File: config.mk
export PLATFORM = sky130hd
export DESIGN_NAME = wb_mux_arbiter
export DESIGN_NICKNAME = d
export VERILOG_FILES = /design/src/rtl/wb_arb_pkg.sv /design/src/rtl/wb_mux_arbiter_rr_pick.sv /design/src/rtl/wb_mux_arbiter.sv
export SDC_FILE = /design/constraint.sdc
export NUM_CORES = 1
export LEC_CHECK = 0
export ABC_AREA = 1
export BUFFER_PORTS_ARGS = -buffer_cell sky130_fd_sc_hd__buf_4
export CAP_MARGIN = 20
export CELL_PAD_IN_SITES_DETAIL_PLACEMENT = 1
export CELL_PAD_IN_SITES_GLOBAL_PLACEMENT = 1
export CORE_MARGIN = 3
export CORE_UTILIZATION = 45
export DETAILED_ROUTE_END_ITERATION = 8
export PLACE_DENSITY = 0.94
export SKIP_LAST_GASP = 1
export SLEW_MARGIN = 20
export SYNTH_ARGS = -nofsm -noshare
export SYNTH_HDL_FRONTEND = slang
export SYNTH_HIERARCHICAL = 1
export SYNTH_SLANG_ARGS = --single-unit
File: constraint.sdc
create_clock -name clk -period 8.7 [get_ports clk]
set_input_delay 1.74 -clock clk [delete_from_list [all_inputs] [get_ports clk]]
set_output_delay 1.74 -clock clk [all_outputs]
set_load 0.005 [all_outputs]
File: src/rtl/wb_arb_pkg.sv
// Shared types and helpers for the writeback-bus round-robin arbiter.
package wb_arb_pkg;

  localparam int unsigned NREQ  = 5;
  localparam int unsigned SEL_W = 3;

  localparam logic [SEL_W-1:0] SEL_NONE = 3'b000;

  typedef enum logic [0:0] {
    StIdle  = 1'b0,
    StGrant = 1'b1
  } arb_state_e;

  // (a + b) mod NREQ for a, b already in 0..NREQ-1.
  function automatic logic [SEL_W-1:0] add_mod(input logic [SEL_W-1:0] a,
                                               input logic [SEL_W-1:0] b);
    logic [SEL_W:0] s;
    s = {1'b0, a} + {1'b0, b};
    if (s >= (SEL_W+1)'(NREQ)) s = s - (SEL_W+1)'(NREQ);
    return s[SEL_W-1:0];
  endfunction

endpackage

File: src/rtl/wb_mux_arbiter_rr_pick.sv
// Combinational round-robin picker: first set request at or after ptr, wrapping mod NREQ.
module rr_pick
  import wb_arb_pkg::*;
(
  input  logic [NREQ-1:0]  req,
  input  logic [SEL_W-1:0] ptr,
  output logic             any,
  output logic [SEL_W-1:0] idx,
  output logic [NREQ-1:0]  onehot
);

  logic [SEL_W-1:0] cand;

  // Scan from the farthest offset down so the nearest hit is written last.
  always_comb begin
    any  = 1'b0;
    idx  = SEL_NONE;
    cand = SEL_NONE;
    for (int k = NREQ - 1; k >= 0; k--) begin
      cand = add_mod(ptr, SEL_W'(k));
      if (req[cand]) begin
        any = 1'b1;
        idx = cand;
      end
    end
    onehot = any ? (NREQ'(1) << idx) : '0;
  end

endmodule

File: src/rtl/wb_mux_arbiter.sv
// Round-robin arbiter for the 5:1 writeback result mux with valid/ready handshake
// towards the register file and a watchdog that force-releases a stalled grant.
module wb_mux_arbiter
  import wb_arb_pkg::*;
#(
  parameter int unsigned TIMEOUT = 15
) (
  input  logic             clk,
  input  logic             rst_n,
  input  logic [NREQ-1:0]  req,
  input  logic             wb_ready,
  output logic [SEL_W-1:0] sel,
  output logic [NREQ-1:0]  grant,
  output logic             wb_valid,
  output logic             xfer_done,
  output logic             timeout_err
);

  arb_state_e       state_q, state_d;
  logic [SEL_W-1:0] ptr_q, ptr_d;
  logic [7:0]       cnt_q, cnt_d;
  logic [7:0]       cnt_inc;
  logic [SEL_W-1:0] sel_q, sel_d;
  logic [NREQ-1:0]  grant_q, grant_d;
  logic             valid_q, valid_d;
  logic             xfer_q, xfer_d;
  logic             tout_q, tout_d;

  logic             in_grant, handshake, abort, expire;
  logic [SEL_W-1:0] pick_ptr;
  logic             pick_any;
  logic [SEL_W-1:0] pick_idx;
  logic [NREQ-1:0]  pick_onehot;

  // In GRANT the pick is the back-to-back one, so it searches from the post-transfer ptr.
  assign in_grant = (state_q == StGrant);
  assign pick_ptr = in_grant ? add_mod(sel_q, SEL_W'(1)) : ptr_q;
  assign cnt_inc  = cnt_q + 8'd1;

  assign handshake = in_grant & wb_ready;
  assign abort     = in_grant & ~wb_ready & ~req[sel_q];
  assign expire    = in_grant & ~wb_ready & req[sel_q] & (cnt_inc == 8'(TIMEOUT));

  rr_pick u_pick (
    .req    (req),
    .ptr    (pick_ptr),
    .any    (pick_any),
    .idx    (pick_idx),
    .onehot (pick_onehot)
  );

  always_ff @(posedge clk or negedge rst_n) begin
    if (!rst_n) begin
      state_q <= StIdle;
      ptr_q   <= SEL_NONE;
      cnt_q   <= '0;
      sel_q   <= SEL_NONE;
      grant_q <= '0;
      valid_q <= 1'b0;
      xfer_q  <= 1'b0;
      tout_q  <= 1'b0;
    end else begin
      state_q <= state_d;
      ptr_q   <= ptr_d;
      cnt_q   <= cnt_d;
      sel_q   <= sel_d;
      grant_q <= grant_d;
      valid_q <= valid_d;
      xfer_q  <= xfer_d;
      tout_q  <= tout_d;
    end
  end

  always_comb begin
    state_d = state_q;
    ptr_d   = ptr_q;
    cnt_d   = cnt_q;
    unique case (state_q)
      StIdle: begin
        cnt_d = '0;
        if (pick_any) state_d = StGrant;
      end
      StGrant: begin
        if (handshake) begin
          ptr_d   = pick_ptr;
          cnt_d   = '0;
          state_d = pick_any ? StGrant : StIdle;
        end else if (abort) begin
          cnt_d   = '0;
          state_d = StIdle;
        end else if (expire) begin
          ptr_d   = pick_ptr;
          cnt_d   = '0;
          state_d = StIdle;
        end else begin
          cnt_d = cnt_inc;
        end
      end
      default: state_d = StIdle;
    endcase
  end

  always_comb begin
    sel_d   = sel_q;
    grant_d = grant_q;
    valid_d = valid_q;
    xfer_d  = 1'b0;
    tout_d  = 1'b0;
    unique case (state_q)
      StIdle: begin
        sel_d   = pick_any ? pick_idx : SEL_NONE;
        grant_d = pick_onehot;
        valid_d = pick_any;
      end
      StGrant: begin
        if (handshake) begin
          xfer_d  = 1'b1;
          sel_d   = pick_any ? pick_idx : SEL_NONE;
          grant_d = pick_onehot;
          valid_d = pick_any;
        end else if (abort || expire) begin
          tout_d  = expire;
          sel_d   = SEL_NONE;
          grant_d = '0;
          valid_d = 1'b0;
        end
      end
      default: begin
        sel_d   = SEL_NONE;
        grant_d = '0;
        valid_d = 1'b0;
      end
    endcase
  end

  assign sel         = sel_q;
  assign grant       = grant_q;
  assign wb_valid    = valid_q;
  assign xfer_done   = xfer_q;
  assign timeout_err = tout_q;

endmodule

### Word level (Yosys, flattened, before mapping)

Index checks and enable logic that the tools add are counted.

| cells by class | value |
|---|---|
| eq/ne operators | 3 |
| magnitude comparators | 12 |
| bitwise gates (word level) | 8 |
| add/sub/neg operators | 12 |
| reduce and logical (&&, ||, !) cells | 3 |
| muxes and demuxes | 57 |
| shift-type cells | 1 |

Operators by type and width:

| kind | number |
|---|---|
| $mux W3 | 18 |
| $lt A3 B4 Y1 const B | 6 |
| $mux W8 | 3 |
| $mux W1 | 22 |
| $ge A4 B3 Y1 const B | 5 |
| $bmux W1 S3 | 6 |
| $sub A3 B3 Y3 const B | 6 |
| $pmux W8 S2 | 1 |
| $mux W5 | 3 |
| $pmux W5 S2 | 1 |
| $add A3 B1 Y4 const B | 2 |
| $add A3 B2 Y4 const B | 2 |
| $add A8 B1 Y8 const B | 1 |
| $eq A8 B4 Y1 const B | 1 |
| $pmux W3 S2 | 1 |
| $and A1 B1 Y1 | 5 |
| $shl A1 B3 Y5 const A | 1 |
| $add A3 B3 Y4 const B | 1 |
| $pmux W1 S2 | 2 |
| $ge A3 B3 Y1 const B | 1 |
| $ne A3 B1 Y1 const B | 1 |
| $not A1 Y1 | 3 |
| $reduce_and A3 Y1 | 1 |
| $ne A2 B2 Y1 const B | 1 |
| other kinds (2) | 2 |

| word-level totals | value |
|---|---|
| bits in registers | 23 |
| logic and storage cells | 104 |
| input port bits | 8 |
| output and inout port bits | 11 |

### Depth between registers and ports, before layout

Gate-level depths: netlist of run 1.

| depth | value |
|---|---|
| word-level depth | 18 |
| mapped depth | 33 |
| mapped depth without buffers | 33 |

### Hierarchy

Netlist of run 1, hierarchy kept.

Modules (own cells, without submodules):

| module | sequential area each (µm²) | cells each | instances | area each (µm²) |
|---|---|---|---|---|
| wb_mux_arbiter | 575.6 | 156 | 1 | 1,251.2 |
| rr_pick | 0.0 | 193 | 1 | 1,037.2 |

### Worst setup path after synthesis of run 1

No wires, ideal clock.

| path | value |
|---|---|
| path type | register -> register |
| start point | register sel_q[0], in the netlist sel[0] |
| end point | register grant_q[0], in the netlist grant[0] |
| library setup time | 65 ps |
| path slack | 4,981 ps |
| clock period less this slack | 3,719 ps |
| path buffers | 0 |
| data arrival time | 3,654 ps |
| stages on the path, launching flop included | 26 |
| data required time | 8,635 ps |
| cells stage by stage | dfrtp_1 -> inv_2 -> ha_1 -> nand3_1 -> o21ai_0 -> nor2_1 -> nand2_1 -> a31oi_1 -> inv_2 -> ha_1 -> ha_1 -> nand2_1 -> nand2_4 -> o21ai_1 -> nand3_1 -> nand2_2 -> nand2_2 -> nand3_1 -> nand2_1 -> nand2_1 -> nand3_2 -> nand2_2 -> nand2_1 -> nor2_2 -> nand2_1 -> nand2_1 |

| between the ends | value |
|---|---|
| word-level cells in the longest chain between the ends | 18 |
| elaborated cells on any way between the ends | 56 |
| those cells by class | add/sub (11); order compare (6); eq/ne (1); shift (1); mux (32); bitwise (4); reduce/logical (1) |

Ends and longest elaborated chain:

| item | line | RTL |
|---|---|---|
| start: declaration | wb_mux_arbiter.sv:23 | `logic [SEL_W-1:0] sel_q, sel_d;` |
| start signal: assignment | wb_mux_arbiter.sv:66 | `sel_q <= sel_d;` |
| $add A3 B1 Y4 * | wb_arb_pkg.sv:18 | `s = {1'b0, a} + {1'b0, b};` |
| $ge A4 B3 Y1 or $sub A3 B3 Y3 (tied branches) | wb_arb_pkg.sv:19 | `if (s >= (SEL_W+1)'(NREQ)) s = s - (SEL_W+1)'(NREQ);` |
| $mux W3 * | wb_arb_pkg.sv:19 |  |
| $mux W3 * | wb_mux_arbiter.sv:37 | `assign pick_ptr = in_grant ? add_mod(sel_q, SEL_W'(1)) : ptr_q;` |
| named net pick_ptr[0] | wb_mux_arbiter.sv:30 | `logic [SEL_W-1:0] pick_ptr;` |
| $add A3 B3 Y4 | wb_arb_pkg.sv:18 |  |
| $ge A4 B3 Y1 or $sub A3 B3 Y3 (tied branches) | wb_arb_pkg.sv:19 |  |
| $mux W3 | wb_arb_pkg.sv:19 |  |
| $bmux W1 S3 | wb_mux_arbiter_rr_pick.sv:21 | `if (req[cand]) begin` |
| $mux W1 (implied by the code) | wb_mux_arbiter_rr_pick.sv:21 |  |
| $mux W3 (5 in a row) | wb_mux_arbiter_rr_pick.sv:21 |  |
| $shl A1 B3 Y5 | wb_mux_arbiter_rr_pick.sv:26 | `onehot = any ? (NREQ'(1) << idx) : '0;` |
| $mux W5 * | wb_mux_arbiter_rr_pick.sv:26 |  |
| named net pick_onehot[0] | wb_mux_arbiter.sv:33 | `logic [NREQ-1:0] pick_onehot;` |
| $mux W5 | wb_mux_arbiter.sv:116 | `if (handshake) begin` |
| $pmux W5 S2 * | wb_mux_arbiter.sv:109 | `unique case (state_q)` |
| end signal: assignment | wb_mux_arbiter.sv:67 | `grant_q <= grant_d;` |
| end: declaration | wb_mux_arbiter.sv:24 | `logic [NREQ-1:0] grant_q, grant_d;` |

The timed path passes the listed nets; every way through them passes the cells marked *. The select of a mux whose other input is x is not followed.
A chain may end at the register's enable or synchronous reset.

### Worst setup path in the final report of run 1

| path | value |
|---|---|
| start point | register sel_q[0], in the netlist sel[0] |
| end point | register grant_q[2], in the netlist grant[2] |

| between the ends | value |
|---|---|
| word-level cells in the longest chain between the ends | 18 |
| elaborated cells on any way between the ends | 56 |
| those cells by class | add/sub (11); order compare (6); eq/ne (1); shift (1); mux (32); bitwise (4); reduce/logical (1) |

Ends and longest elaborated chain:

| item | line | RTL |
|---|---|---|
| $add A3 B1 Y4 * | wb_arb_pkg.sv:18 |  |
| $ge A4 B3 Y1 or $sub A3 B3 Y3 (tied branches) | wb_arb_pkg.sv:19 |  |
| $mux W3 * | wb_arb_pkg.sv:19 |  |
| $mux W3 * | wb_mux_arbiter.sv:37 |  |
| named net pick_ptr[1] | wb_mux_arbiter.sv:30 |  |
| $add A3 B3 Y4 | wb_arb_pkg.sv:18 |  |
| $ge A4 B3 Y1 or $sub A3 B3 Y3 (tied branches) | wb_arb_pkg.sv:19 |  |
| $mux W3 | wb_arb_pkg.sv:19 |  |
| [... 2 more ...] | -- |  |
| $mux W3 (4 in a row) | wb_mux_arbiter_rr_pick.sv:21 |  |
| $mux W3 * | wb_mux_arbiter_rr_pick.sv:21 |  |
| named net pick_idx[0] | wb_mux_arbiter.sv:32 | `logic [SEL_W-1:0] pick_idx;` |
| $shl A1 B3 Y5 * | wb_mux_arbiter_rr_pick.sv:26 |  |
| $mux W5 * | wb_mux_arbiter_rr_pick.sv:26 |  |
| named net pick_onehot[2] | wb_mux_arbiter.sv:33 |  |
| $mux W5 | wb_mux_arbiter.sv:116 |  |
| $pmux W5 S2 * | wb_mux_arbiter.sv:109 |  |

Marks and branches as above.

==> results of run 1 <==
==> layout make-up <==
type / instances / area [um^2]
sequential: 23 / 575.6
multi-input combinational: 275 / 1504
fill: 682 / 2281
timing repair buffer: 19 / 142.6
clock buffer: 3 / 41.29
clock inverter: 1 / 5.005
tap: 67 / 83.83
inverter: 49 / 183.9
==> per-layer routing <==
layer  share of wire  vias to the layer above
met5               0                        -
li1                -                     1155
met2            0.53                       37
met4           0.023                        0
met3           0.027                       14
met1            0.42                     1114
==> cell usage after synthesis, types with 3 or more instances <==
cell,instances,area share
nor2_1,22,0.036
nand4_1,7,0.019
nand3_1,52,0.11
nand2_2,9,0.025
nand3_2,3,0.013
dfrtp_1,23,0.25
inv_2,10,0.016
o21ai_1,8,0.017
a21oi_1,4,0.0087
o21ai_2,3,0.011
nor2_2,4,0.011
ha_1,13,0.071
inv_1,38,0.062
nand2_4,3,0.015
nand2_1,119,0.20
o21ai_0,7,0.015
==> worst reg2reg max path: cells and delay by family, from the launching register on <==
family	cells	cell delay, ns
AOI/OAI and AO/OA	3	0.61
buffers and inverters	4	0.43
DFF	1	0.49
and+or+nand+nor	14	1.73
adders and majority gates	3	0.84
==> per-stage QoR <==
stage                     setup WS [ns]  utilization  hold WS (ns)  area [um^2]
after floorplan                   4.981            -        0.4702         2288
after global placement            4.908       0.5169        0.4920         2490
after detailed placement          4.695       0.5169        0.4894         2490
after CTS                         4.555       0.5265        0.5126         2536
after global routing              4.146       0.5265        0.5542         2536
final                             4.529       0.5265        0.5082         2536
==> path summary, 6_finish.rpt <==
kind | slack, ns | start | depth (start not counted) | endpoint
worst max-delay path | 4.53 | sel[0]$_DFFE_PN0P_ | 24 | grant[2]$_DFFE_PN0P_
worst min-delay path | 0.51 | grant[1]$_DFFE_PN0P_ | 2 | grant[1]$_DFFE_PN0P_
worst max register to register | 4.53 | sel[0]$_DFFE_PN0P_ | 24 | grant[2]$_DFFE_PN0P_
worst min register to register | 0.51 | grant[1]$_DFFE_PN0P_ | 2 | grant[1]$_DFFE_PN0P_
max in group asynchronous | 7.11 | rst_n | 1 | sel[1]$_DFFE_PN0P_
min in group asynchronous | 1.35 | rst_n | 1 | cnt_q[6]$_DFF_PN0_
==> kinds of logic (layout without fill, tap and decap cells) <==
logic type | Yosys count | after routing | synth area share
AOI/OAI and AO/OA | 29 | 29 | 0.08311
xor gates and xnor gates | 6 | 6 | 0.02953
adders and majority gates | 14 | 14 | 0.07983
buffers and inverters | 51 | 72 | 0.09404
DFF | 23 | 23 | 0.2515
and+or+nand+nor | 226 | 226 | 0.4620
==> sequential cells by signal (all words and copies together), names as in the netlist <==
| signal | flops |
|---|---|
| cnt_q | 8 |
| grant | 5 |
| in_grant | 1 |
| ptr_q | 3 |
| sel | 3 |
| timeout_err | 1 |
| wb_valid | 1 |
| xfer_done | 1 |
==> layout by cell type (no fill, tap or decap), types with 4 or more instances in the layout <==
| cell type | count |
|---|---|
| ha_1 | 13 |
| inv_1 | 38 |
| a21oi_1 | 4 |
| o21ai_1 | 8 |
| nor2_1 | 22 |
| nand3_1 | 52 |
| nor2_2 | 4 |
| buf_4 | 19 |
| nand4_1 | 7 |
| dfrtp_1 | 23 |
| o21ai_0 | 7 |
| inv_2 | 10 |
| nand2_2 | 9 |
| nand2_1 | 119 |
==> metrics.cfg, run 1 <==
[layout]
drive_above_1_share = 0.1730
area_delta_synth_final_pct = 10.83
layoutNonFillerInstCount = 437
fin_nets = 393
n_antenna_cell = 0

[drt]
vias_per_cell = 5.309
drtIter0Drc = 120
route.vias.total = 2320
drt_first_pass_iters = 4
remaining_drc_errors = 0
ant_nets = 0
wl_mm = 6.534
wire_per_inst_um = 14.95

[grt]
use_met1 = 0.2792
use_met3 = 0.01878
grt_max_degree = 24
grt_pass1_wl_mm = 11.57
grt_overflow = 0
busiest_layer = met2
gr-usage-met2 = 0.4396
antenna_found_initial = 0
grt.total_usage = 0.2348
grt_pass1_vias = 2500

[job]
drv_cap = 0

[logic_synthesis]
synthFlopType = dfrtp_1
netlist_area_um2 = 2288
synthesis.instances = 349
ys_warn_count = 6
synth-seq-cells = 23
synth_nets = 371
ys_types = 35
yosysSeqAreaShare = 0.2515
async_reset_ff_frac = 1.000
syn_avg_cell_area_um2 = 6.557
synth_enable_flop_cells = 0

[cts]
cts_tree = yes
clock_sink_count = 23
cts_made_buffers = 3
insertion_delay_ns = 0.27
path_clk_slew_ns = 0.09
postCtsSetupBuffers = 0
cts_max_level = 1
cts.path.max_buffers = 2
root_buffer = clkbuf_8
cts_resized = 0
hold_buffers = 0

[setup_path]
max_stage_delay_ns = 0.49
crit_slowest_cell = dfrtp_1
crit_fanout = 7
cp_top_family = simple AND/OR/NAND/NOR gates
critical_path_class = reg2reg
cp_common_cell = nand2_1
cp_num_buf_inv = 4
required_ns = 8.91
cp-start-kind = register
cp.arrival_ns = 4.38
crit_chain = inv_2 -> ha_1 -> nand3_1 -> o21ai_0 -> nor2_1 -> nand2_1 -> o21ai_0 -> nand2_1 -> nand2_1 -> inv_1 -> ha_1 -> ha_1 -> inv_1 -> o21ai_0 -> nand4_1 -> nand3_1 -> nand3_1 -> nand3_1 -> nand2_1 -> nand2_2 -> inv_2 -> nor2_1 -> nand2_1 -> nand2_1
end_kind = register

[floorplanning]
coreArea_um2 = 4817
die-area_um2 = 5977
rows = 25
fp.dieW_um = 77.31
pin_count = 19
die_y_um = 77.31
initial_core_util = 0.4751

[placement]
dp_hpwl_mm = 5.328
io_buffers = 18
dp.cells = 433
gp_congestion = 0.9101

[timing]
fin_crit_sh = 0.4794
finClkSkew_ns = 0.006582
setup_viol = 0
max_freq_mhz = 239.8
relSlewSlack = 0.6907
rsz0062_at_grt = false
finalSetupTns_ns = 0
hold_violations = 0
min_period_ns = 4.171
drv_slew = 0
worst_slew_pin_slew_ns = 0.4590

[status]
status = complete, no violations

[worst_hold_path]
min_path_type = reg2reg

Power of run 1 is left out: the tool's default activity adds up to more than one toggle a clock period on the data nets, which glitch-free logic cannot reach.
==> run 2: changes to the inputs <==
--- a/config.mk
+++ b/config.mk
@@ -11,9 +11,9 @@
 export CELL_PAD_IN_SITES_DETAIL_PLACEMENT = 1
 export CELL_PAD_IN_SITES_GLOBAL_PLACEMENT = 1
 export CORE_MARGIN = 3
-export CORE_UTILIZATION = 45
+export CORE_UTILIZATION = 43
 export DETAILED_ROUTE_END_ITERATION = 8
-export PLACE_DENSITY = 0.94
+export PLACE_DENSITY = 0.91
 export SKIP_LAST_GASP = 1
 export SLEW_MARGIN = 20
 export SYNTH_ARGS = -nofsm -noshare
==> constraint.sdc (replaced) <==
create_clock -name clk -period 4.4 [get_ports clk]
set_input_delay 0.88 -clock clk [delete_from_list [all_inputs] [get_ports clk]]
set_output_delay 0.88 -clock clk [all_outputs]
set_load 0.005 [all_outputs]
==> metrics.cfg, run 2 (synthesized netlist as in run 1, its figures left out) <==
[grt]
grt.total_usage = 0.2160  ; was 0.2348
grt_pass1_vias = 2439  ; was 2500
grt_overflow = 0  ; unchanged
grt_max_degree = 24  ; unchanged
grt_pass1_wl_mm = 10.92  ; was 11.57 mm
antenna_found_initial = 0  ; unchanged

[timing]
drv_slew = 0  ; unchanged
finClkSkew_ns = 0.003135  ; was 0.006582 ns
fin_crit_sh = 0.8821  ; was 0.4794
worst_slew_pin_slew_ns = 0.3444  ; was 0.4590 ns
max_freq_mhz = 257.6  ; was 239.8 MHz
setup_viol = 0  ; unchanged
finalSetupTns_ns = 0  ; unchanged
min_period_ns = 3.881  ; was 4.171 ns
hold_violations = 0  ; unchanged
relSlewSlack = 0.7699  ; was 0.6907
rsz0062_at_grt = false  ; unchanged

[cts]
path_clk_slew_ns = 0.08  ; was 0.09 ns
cts_tree = yes  ; unchanged
cts.path.max_buffers = 2  ; unchanged
clock_sink_count = 23  ; unchanged
root_buffer = clkbuf_8  ; unchanged
cts_made_buffers = 3  ; unchanged
cts_max_level = 1  ; unchanged
postCtsSetupBuffers = 0  ; unchanged
insertion_delay_ns = 0.26  ; was 0.27 ns

[drt]
vias_per_cell = 5.286  ; was 5.309
drtIter0Drc = 115  ; was 120
drt_first_pass_iters = 4  ; unchanged
ant_nets = 0  ; unchanged
wl_mm = 6.078  ; was 6.534 mm
remaining_drc_errors = 0  ; unchanged
wire_per_inst_um = 13.91  ; was 14.95 um
route.vias.total = 2310  ; was 2320

[setup_path]
max_stage_delay_ns = 0.45  ; was 0.49 ns
cp.arrival_ns = 4.04  ; was 4.38 ns
cp_common_cell = nand2_1  ; unchanged
crit_slowest_cell = dfrtp_2  ; was dfrtp_1
cp-start-kind = register  ; unchanged
critical_path_class = reg2reg  ; unchanged
end_kind = register  ; unchanged
crit_fanout = 7  ; unchanged
required_ns = 4.55  ; was 8.91 ns

[placement]
io_buffers = 18  ; unchanged
dpl-instance-area_um2 = 2490  ; unchanged
gp_congestion = 0.8702  ; was 0.9101
dp_hpwl_mm = 5.097  ; was 5.328 mm

[floorplanning]
die-area_um2 = 6233  ; was 5977 um^2
fp.dieW_um = 78.95  ; was 77.31 um
coreArea_um2 = 4942  ; was 4817 um^2
pin_count = 19  ; unchanged
initial_core_util = 0.4630  ; was 0.4751
rows = 25  ; unchanged
die_y_um = 78.95  ; was 77.31 um

[layout]
drive_above_1_share = 0.1757  ; was 0.1730
fin_nets = 393  ; unchanged
n_antenna_cell = 0  ; unchanged
layout_common_cells = nand2_1, nand3_1, inv_1  ; unchanged
area_delta_synth_final_pct = 10.88  ; was 10.83%
top_register = cnt_q  ; unchanged
largest_register_ffs = 8  ; unchanged
layout_commonest_cell = nand2_1  ; unchanged
stdcell_area_um2 = 2537  ; was 2536 um^2

[job]
drv_cap = 0  ; unchanged

[worst_hold_path]
min_path_type = in2async  ; was reg2reg

[status]
status = complete, no violations  ; unchanged

run 2: cell types whose count changed in the layout (fill, tap and decap cells not counted):
cell and delta:
dfrtp_1 -1, dfrtp_2 +1
run 2: layer usage:
metal	share of wire	track usage	up-vias	routed length, um
li1	-	-	1160	-
met1	0.44	0.2615	1118	2661
met2	0.53	0.4126	25	3233
met3	0.017	0.01361	7	105
met4	0.013	0.05498	0	77
met5	0	0	-	0
run 2: what timing repair did:
action | in CTS | in global routing
resized for setup | 0 | 1
endpoints found under the setup margin | 0 | 5
hold buffers | 0 | 0
run 2: final cells by class:
class	count	area (um^2)
multi-input combinational	275	1504
inverter	49	183.9
clock inverter	1	5.005
clock buffer	3	41.29
timing repair buffer	19	142.6
fill	682	2405
sequential	23	576.8
tap	67	83.83
run 2: through the flow:
stage | util | hold WS (ns) | cells | setup WS (ns)
after floorplan | - | 0.4702 | 349 | 0.6812
after global placement | 0.5038 | 0.4903 | 433 | 0.6098
after detailed placement | 0.5038 | 0.4939 | 433 | 0.4545
after CTS | 0.5132 | 0.5005 | 437 | 0.4236
after global routing | 0.5134 | 0.5009 | 437 | 0.01576
final | 0.5134 | 0.4957 | 437 | 0.5187
run 2: final timing paths:
kind | slack (ns) | start | cells after the start | endpoint
setup / recovery | 0.52 | sel[0]$_DFFE_PN0P_ | 30 | sel[1]$_DFFE_PN0P_
hold / removal | 0.50 | rst_n | 1 | timeout_err$_DFF_PN0_
setup reg to reg | 0.52 | sel[0]$_DFFE_PN0P_ | 30 | sel[1]$_DFFE_PN0P_
hold reg to reg | 0.51 | cnt_q[0]$_DFF_PN0_ | 1 | cnt_q[0]$_DFF_PN0_
max in group asynchronous | 3.66 | rst_n | 1 | sel[0]$_DFFE_PN0P_
min in group clk | 0.51 | cnt_q[0]$_DFF_PN0_ | 1 | cnt_q[0]$_DFF_PN0_
run 2: critical path, delay by kind of cell, from the launching register on:
family | cells | cell delay (ns)
buf+inv | 6 | 0.56
simple gates | 18 | 1.78
compound gates | 3 | 0.25
fa+ha+maj | 3 | 0.75
flops | 1 | 0.45
Power of run 2 is left out for the same reason.
==> run 3: changes to the inputs <==
==> constraint.sdc (replaced) <==
create_clock -name clk -period 4.4 [get_ports clk]
set_input_delay 0.22 -clock clk [delete_from_list [all_inputs] [get_ports clk]]
set_output_delay 0.22 -clock clk [all_outputs]
set_load 0.005 [all_outputs]
==> metrics.cfg, run 3 (synthesized netlist as in run 1, its figures left out) <==
[status]
status = complete, no violations  ; unchanged

[timing]
max_freq_mhz = 257.0  ; was 257.6 MHz
relSlewSlack = 0.7699  ; about the same
hold_violations = 0  ; unchanged
fin_crit_sh = 0.8842  ; was 0.8821
min_period_ns = 3.891  ; was 3.881 ns
rsz0062_at_grt = false  ; unchanged
worst_slew_pin_slew_ns = 0.3442  ; was 0.3444 ns
setup_viol = 0  ; unchanged
finalSetupTns_ns = 0  ; unchanged
finClkSkew_ns = 0.004631  ; was 0.003135 ns
drv_slew = 0  ; unchanged

[layout]
largest_register_ffs = 8  ; unchanged
drive_above_1_share = 0.1752  ; was 0.1757
top_register = cnt_q  ; unchanged
fin_nets = 394  ; was 393
layout_commonest_cell = nand2_1  ; unchanged
n_antenna_cell = 0  ; unchanged
area_delta_synth_final_pct = 11.32  ; was 10.88%
layout_common_cells = nand2_1, nand3_1, inv_1  ; unchanged

[setup_path]
r2r_end = sel[1]$_DFFE_PN0P_  ; unchanged
cp-start-kind = register  ; unchanged
required_ns = 4.56  ; was 4.55 ns
cp.arrival_ns = 4.05  ; was 4.04 ns
cp_common_cell = nand2_1  ; unchanged
startpoint = sel[0]$_DFFE_PN0P_  ; unchanged
r2r_start = sel[0]$_DFFE_PN0P_  ; unchanged
crit_path_end = sel[1]$_DFFE_PN0P_  ; unchanged
end_kind = register  ; unchanged
crit_slowest_cell = dfrtp_2  ; unchanged
worstRegToRegCells = 30  ; unchanged
crit_fanout = 7  ; unchanged
r2r_slack_ns = 0.51  ; was 0.52 ns
critical_path_class = reg2reg  ; unchanged
max_stage_delay_ns = 0.45  ; about the same

[worst_hold_path]
min_path_cells = 2
min_path_type = in2reg  ; was in2async

[floorplanning]
die-area_um2 = 6233  ; unchanged
fp.dieW_um = 78.95  ; unchanged
pin_count = 19  ; unchanged
coreArea_um2 = 4942  ; unchanged
rows = 25  ; unchanged
die_y_um = 78.95  ; unchanged
initial_core_util = 0.4630  ; unchanged

[placement]
io_buffers = 18  ; unchanged
dp_hpwl_mm = 5.097  ; unchanged
gp_congestion = 0.8702  ; unchanged

[drt]
remaining_drc_errors = 0  ; unchanged
ant_nets = 0  ; unchanged
wl_mm = 6.120  ; was 6.078 mm
drt_first_pass_iters = 4  ; unchanged
wire_per_inst_um = 13.97  ; was 13.91 um
vias_per_cell = 5.242  ; was 5.286
route.vias.total = 2296  ; was 2310
drtIter0Drc = 136  ; was 115

[cts]
cts_tree = yes  ; unchanged
clock_sink_count = 23  ; unchanged
root_buffer = clkbuf_8  ; unchanged
cts.path.max_buffers = 2  ; unchanged
cts_max_level = 1  ; unchanged
path_clk_slew_ns = 0.09  ; was 0.08 ns
cts_made_buffers = 3  ; unchanged
insertion_delay_ns = 0.27  ; was 0.26 ns

[grt]
antenna_found_initial = 0  ; unchanged
grt_max_degree = 24  ; unchanged
grt_pass1_wl_mm = 11.01  ; was 10.92 mm
grt_pass1_vias = 2440  ; was 2439
grt_overflow = 0  ; unchanged
grt.total_usage = 0.2174  ; was 0.2160

[job]
drv_cap = 0  ; unchanged

## run 3: final cells by class
cell class,instances,area (um^2)
Sequential cell,23,576.8
Tap cell,67,83.83
Timing Repair Buffer,20,152.6
Clock buffer,3,41.29
Clock inverter,1,5.005
Inverter,49,183.9
Fill cell,682,2395
Multi-Input combinational cell,275,1504
## run 3: worst min path at each step
| stage | slack, ns | from | end |
|---|---|---|---|
| 6_report | 0.12 | wb_ready | timeout_err$_DFF_PN0_ |
| 5_1_grt | 0.12 | wb_ready | timeout_err$_DFF_PN0_ |
| 4_1_cts | 0.12 | wb_ready | timeout_err$_DFF_PN0_ |
| 3_5_place_dp | 0.13 | rst_n | timeout_err$_DFF_PN0_ |
| 3_3_place_gp | 0.13 | rst_n | xfer_done$_DFF_PN0_ |
| 2_1_floorplan | -0.08 | rst_n | cnt_q[0]$_DFF_PN0_ |
## run 3: what timing repair did
item	CTS	global route
resized for setup	0	1
buffers inserted	0	0
hold buffers	1	0
endpoints found under the setup margin	0	5
endpoints found under the hold margin	23	0
## run 3: through the flow
stage	setup WS, ns	cells	hold WS, ns	instance area, um^2	utilization
floorplan	0.6812	349	-0.07559	2288	-
global route	0.01576	438	0.1183	2547	0.5154
CTS	0.4236	438	0.1216	2546	0.5152
detailed placement	0.4545	433	0.1310	2490	0.5038
global placement	0.6098	433	0.1316	2490	0.5038
finish	0.5093	438	0.1206	2547	0.5154
## run 3: worst max-delay path, delay by kind of cell, from the launching register on
family	cells	cell delay (ns)
adders and majority gates	3	0.75
AOI/OAI and AO/OA	3	0.25
buffers and inverters	6	0.56
DFF	1	0.45
and+or+nand+nor	18	1.77
## run 3: routing by layer
| layer | GRT usage | vias up | share of wire |
|---|---|---|---|
| met1 | 0.2650 | 1103 | 0.43 |
| met2 | 0.4143 | 29 | 0.53 |
| met5 | 0 | - | 0 |
| met4 | 0.05498 | 0 | 0.013 |
| li1 | - | 1157 | - |
| met3 | 0.01247 | 7 | 0.021 |
Power of run 3 is left out for the same reason.
